<file path="config.mk">
export PLATFORM = sky130hd
export DESIGN_NAME = miss_burst_controller
export DESIGN_NICKNAME = d
export VERILOG_FILES = /design/src/rtl/miss_burst_controller.sv
export SDC_FILE = /design/constraint.sdc
export NUM_CORES = 1
export LEC_CHECK = 0
export CAP_MARGIN = 25
export CORE_AREA = 2 2 246 248
export DETAILED_ROUTE_END_ITERATION = 8
export DIE_AREA = 0 0 248 250
export HOLD_SLACK_MARGIN = 0.12
export PLACE_DENSITY = 0.66
export SLEW_MARGIN = 15
export SYNTH_ARGS = -nofsm -noshare
export SYNTH_HDL_FRONTEND = slang
export SYNTH_SLANG_ARGS = --single-unit
export TNS_END_PERCENT = 1
</file>
<file path="constraint.sdc">
create_clock -name clk -period 3.4 [get_ports clk]
set_input_delay 0.68 -clock clk [delete_from_list [all_inputs] [get_ports clk]]
set_output_delay 0.68 -clock clk [all_outputs]
set_load 0.05 [all_outputs]
</file>
<file path="src/rtl/miss_burst_controller.sv">
// Cache miss controller: optional dirty-victim write-back burst, then line refill burst over a valid/ready channel.
// Optional performance counters are enabled by defining MISS_BURST_PERF_CNT_EN.
module miss_burst_controller #(
    parameter int ADDR_W      = 16,
    parameter int WORD_W      = 32,
    parameter int BLOCK_WORDS = 8,
    localparam int BLOCK_W    = BLOCK_WORDS * WORD_W,
    localparam int OFF_W      = $clog2(BLOCK_W / 8),
    localparam int BEAT_W     = $clog2(BLOCK_WORDS)
) (
    input  logic               clk,
    input  logic               reset_n,
    input  logic               miss_valid,
    input  logic [ADDR_W-1:0]  miss_addr,
    input  logic               wb_needed,
    input  logic [ADDR_W-1:0]  wb_addr,
    input  logic [BLOCK_W-1:0] wb_block,
    output logic               busy,
    output logic               refill_valid,
    output logic [BLOCK_W-1:0] refill_block,
    output logic               mem_req_valid,
    input  logic               mem_req_ready,
    output logic               mem_req_we,
    output logic [ADDR_W-1:0]  mem_req_addr,
    output logic [WORD_W-1:0]  mem_req_wdata,
`ifdef MISS_BURST_PERF_CNT_EN
    output logic [31:0]        perf_miss_cnt,
    output logic [31:0]        perf_wb_cnt,
`endif
    input  logic               mem_rvalid,
    input  logic [WORD_W-1:0]  mem_rdata
);

    localparam int BYTE_W = $clog2(WORD_W / 8);

    typedef logic [BEAT_W:0]   cnt_t;
    typedef logic [ADDR_W-1:0] addr_t;
    typedef enum logic [1:0] {IDLE, WB, RD, DONE} state_t;

    localparam cnt_t  CNT_FULL = cnt_t'(BLOCK_WORDS);
    localparam cnt_t  CNT_LAST = cnt_t'(BLOCK_WORDS - 1);
    localparam addr_t OFF_MASK = addr_t'((1 << OFF_W) - 1);

    state_t state, next_state;
    cnt_t   req_cnt, rsp_cnt;
    addr_t  line_base, victim_base, beat_off;
    logic [BLOCK_WORDS-1:0][WORD_W-1:0] victim_words, refill_words;
    logic   miss_take, req_hs, rsp_take;

    assign miss_take    = (state == IDLE) && miss_valid;
    assign req_hs       = mem_req_valid && mem_req_ready;
    assign rsp_take     = (state == RD) && mem_rvalid && (rsp_cnt != CNT_FULL);
    assign beat_off     = addr_t'(req_cnt[BEAT_W-1:0]) << BYTE_W;
    assign refill_block = refill_words;

    always_ff @(posedge clk or negedge reset_n) begin
        if (!reset_n) state <= IDLE;
        else          state <= next_state;
    end

    // Leave RD on the cycle the final response lands so DONE follows without a bubble.
    always_comb begin
        next_state = state;
        unique case (state)
            IDLE: if (miss_valid) next_state = wb_needed ? WB : RD;
            WB:   if (req_hs && req_cnt == CNT_LAST) next_state = RD;
            RD:   if (rsp_take && rsp_cnt == CNT_LAST) next_state = DONE;
            DONE: next_state = IDLE;
            default: next_state = IDLE;
        endcase
    end

    // Request fields depend only on state and req_cnt, so they cannot move while waiting for ready.
    always_comb begin
        busy          = (state != IDLE);
        refill_valid  = (state == DONE);
        mem_req_valid = 1'b0;
        mem_req_we    = 1'b0;
        mem_req_addr  = '0;
        mem_req_wdata = '0;
        unique case (state)
            WB: if (req_cnt != CNT_FULL) begin
                mem_req_valid = 1'b1;
                mem_req_we    = 1'b1;
                mem_req_addr  = victim_base | beat_off;
                mem_req_wdata = victim_words[req_cnt[BEAT_W-1:0]];
            end
            RD: if (req_cnt != CNT_FULL) begin
                mem_req_valid = 1'b1;
                mem_req_addr  = line_base | beat_off;
            end
            default: ;
        endcase
    end

    always_ff @(posedge clk or negedge reset_n) begin
        if (!reset_n) begin
            req_cnt      <= '0;
            rsp_cnt      <= '0;
            line_base    <= '0;
            victim_base  <= '0;
            victim_words <= '0;
            refill_words <= '0;
        end else begin
            if (miss_take) begin
                line_base    <= miss_addr & ~OFF_MASK;
                victim_base  <= wb_addr & ~OFF_MASK;
                victim_words <= wb_block;
                req_cnt      <= '0;
                rsp_cnt      <= '0;
            end else if (req_hs) begin
                if (state == WB && req_cnt == CNT_LAST) req_cnt <= '0;
                else                                     req_cnt <= req_cnt + 1'b1;
            end
            if (rsp_take) begin
                refill_words[rsp_cnt[BEAT_W-1:0]] <= mem_rdata;
                rsp_cnt                           <= rsp_cnt + 1'b1;
            end
        end
    end

`ifdef MISS_BURST_PERF_CNT_EN
    always_ff @(posedge clk or negedge reset_n) begin
        if (!reset_n) begin
            perf_miss_cnt <= '0;
            perf_wb_cnt   <= '0;
        end else if (miss_take) begin
            if (perf_miss_cnt != '1)              perf_miss_cnt <= perf_miss_cnt + 1'b1;
            if (wb_needed && perf_wb_cnt != '1)   perf_wb_cnt   <= perf_wb_cnt + 1'b1;
        end
    end
`endif

endmodule

</file>
==> run_results.csv <==
group,metric,value,unit
timing,layout_min_cycle_time,3.301,ns
worst_setup_path,reg2reg_depth,6,
clock_network,clock_latency,0.60,ns
place,port_buffers,621,
clock_network,cts.sinks,544,
worst_setup_path,r2r_slack,0.65,ns
cells_and_area,drive_gt1_share,20.13,%
worst_setup_path,path_delay_family,"multiplexers",
yosys,synthMuxAreaShare,19.82,%
worst_setup_path,crit_type,"reg2out",
yosys,syn_inst,1955,
flow_run,maxCapViolations,0,
yosys,synth_top_area_share,59.86,%
timing,tightest_slew,0.7191,ns
place,place_area,30460,µm²
worst_setup_path,crit_path_cell_trace,"buf_16, mux4_2, a32o_2, buf_12",
timing,holdWs,0.4705,ns
timing,rsz0062_at_grt,"true",
floorplanning,core_region_area,59570,µm²
worst_setup_path,slowest_delay,0.58,ns
clock_network,htree_levels,2,
worst_setup_path,cp-startpoint,"req_cnt[0]",
routing,wl_per_cell,20.39,µm
routing,vias_per_cell,4.970,
power,ir_drop,813.4,µV
timing,drv_slew,0,
yosys,synth_top_family_by_area,"multiplexers",
timing,relSlewSlack,52.06,%
place,dp_hpwl,49340,µm
worst_setup_path,crit_end,"mem_req_wdata[3]",
timing,setup-violations-final,0,
clock_network,cts_tree,"yes",
yosys,synth_area,22740,µm²
timing,final.setup.tns,0,ns
min_path,hold_class,"reg2reg",
run_status,outcome,"finished clean",
worst_setup_path,critPathBufInv,2,
floorplanning,die_w,248,µm
timing,finalHoldViolCount,0,
yosys,ys_types,40,
worst_setup_path,cp.depth,4,
worst_setup_path,cp_data_arrival_time,2.62,ns
power,power.leakage,15.36,nW
cells_and_area,final_common_cell,"nand2_1",
floorplanning,row_count,90,
yosys,yosysWarningCount,0,
cells_and_area,final_core_util,54.57,%
yosys,synthXorXnorAreaFrac,0.03851,%
cells_and_area,final_area,32510,µm²
timing,fmax,0.3029,GHz
clock_network,postCtsSetupBuffers,0,
worst_setup_path,required,2.72,ns
power,p_per_area,984.6,nW/µm²
yosys,avgSynthCellArea,11.63,µm²
worst_setup_path,crit_fanout,68,
floorplanning,die-area,62000,µm²
routing,postRouteAntennaNets,0,
timing,finalCritPeriodShare,97.10,%
routing,via_count,16850,
grt,first_global_vias,17600,
grt,grt_use_met2,36.20,%
min_path,whs_path_depth,2,
grt,grt.overflow.total,0,
clock_network,clkTransAtPathRegs,0.06,ns
yosys,synthAdderAreaFrac,0.4952,%
yosys,ys_async_sr_fraction,100.0,%
power,power,32.01,mW
yosys,synth-compound-area-share,2.047,%
cells_and_area,nets,2891,
yosys,ys_seq_area_share,59.86,%
cells_and_area,areaGrowthSynthToFinish,42.95,%
grt,antenna_found_initial,13,
grt,busiest_layer,"met2",
floorplanning,start_util,38.18,%
cells_and_area,multi_input_area,8627,µm²
worst_setup_path,cp-start-kind,"flip-flop",
grt,grt_max_degree,104,
grt,grtUsageMet1,27.74,%
clock_network,cts-root-buf,"clkbuf_16",
clock_network,cts_buffers,57,
routing,dr.pass1.iters,5,
floorplanning,fp.dieH,250,µm
floorplanning,io_pins,634,
cells_and_area,regArea,13620,µm²
yosys,ys_seq_elements,544,
place,routabilityCongestion,0.9218,
routing,dr.first_iter.drc_count,1059,
grt,grt_pass1_wl,104600,µm
yosys,synthFlopType,"dfrtp_1",
grt,grtUsageMet3,6.054,%
yosys,synthTopCellsByArea,"dfrtp_1 60%, nand2_1 14%, mux2_2 11%",
cells_and_area,final_cell_mix,"843 x nand2_1, 572 x clkdlybuf4s50_1, 542 x dfrtp_1",
routing,wirelength,69160,µm
worst_setup_path,r2r_end,"refill_block[65]",
yosys,synth-edff-count,0,
min_path,hp-start,"victim_words[204]",
routing,drcViolationCount,0,
yosys,synth-simple-area-share,15.17,%
worst_setup_path,critical-path-slowest-cell,"mux4_2",
timing,skew,0.01368,ns
clock_network,ctsLongestPathBuffers,3,
worst_setup_path,crit-reg2reg-launch,"rsp_cnt[0]",
cells_and_area,fillers,4986,
grt,grt_usage,22.12,%
yosys,synth_top_cell_by_area,"dfrtp_1",
worst_setup_path,critPathCaptureType,"output port",
## metrics by stage
stage          instances  setup slack (ns)
2_1_floorplan       1956           -0.1646
3_3_place_gp        3278            0.5370
3_5_place_dp        3278            0.5062
4_1_cts             3385           0.01254
5_1_grt             3386          -0.04964
6_report            3391           0.09873
## repair_timing
action                                 in CTS  in global routing
gates resized for setup                     3                 11
hold buffers                                1                  0
setup endpoints to repair                   4                 23
endpoints found under the hold margin      50                  0
## Yosys cell counts, types with 2 or more instances
| master | count |
|---|---|
| mux2_4 | 30 |
| mux4_2 | 64 |
| a32o_1 | 32 |
| mux2i_1 | 6 |
| mux2_2 | 227 |
| inv_1 | 9 |
| buf_1 | 7 |
| buf_2 | 23 |
| nor2_1 | 8 |
| a22oi_1 | 11 |
| buf_12 | 3 |
| ha_1 | 9 |
| and2_1 | 5 |
| o21ai_0 | 5 |
| nand3b_1 | 2 |
| buf_4 | 3 |
| nor3_1 | 2 |
| nor2b_1 | 12 |
| clkbuf_1 | 83 |
| nand2_1 | 844 |
| nand3_1 | 6 |
| dfrtp_1 | 544 |
| a21oi_1 | 3 |
## area by class of cell
cell class	count	share of cell area [%]
well taps	782	3.010
inverters	9	0.1039
multi-input cells	1283	26.54
repair buffers	661	22.26
diodes	6	0.04618
clock inverters	20	1.155
flip-flops and latches	544	41.89
clock buffers	86	4.999
## kinds of logic after synthesis
| logic type | after synthesis |
|---|---|
| mux | 327 |
| xor+xnor | 1 |
| other cells | 1 |
| fa+ha+maj | 9 |
| flops | 544 |
| compound gates | 54 |
| simple gates | 890 |
| buf+inv | 129 |
## registers in the layout (all words and copies together), names as in the netlist
name,cells
refill_block,256
victim_base,11
state,2
line_base,11
rsp_cnt,4
req_cnt,4
victim_words,256
## worst min-delay path by stage
stage / to / slack (ns)
global route: victim_words[138] / 0.48
CTS: victim_words[246] / 0.47
floorplan: line_base[10] / 0.38
detailed placement: victim_words[246] / 0.46
finish: victim_words[204] / 0.47
global placement: victim_words[110] / 0.45
## where the power goes
part	internal, mW	switching (mW)
Combinational	6.00	8.83
Sequential	9.11	1.45
Clock	4.06	2.57
Total	19.2	12.8
## metal layers
| layer | routed length (µm) | share of wire [%] |
|---|---|---|
| met1 | 27490 | 40 |
| met2 | 33190 | 48 |
| met5 | 81 | 0.12 |
| met3 | 5744 | 8.3 |
| met4 | 2644 | 3.8 |
## worst reg2reg max path: stages, from the launching register on
cell,delay [ns]
dfrtp_1,0.55
inv_1,0.12
ha_1,0.23
a21oi_1,0.33
or4b_2,0.62
buf_4,0.34
mux2_4,0.46
(Power assumes the default switching activity.)
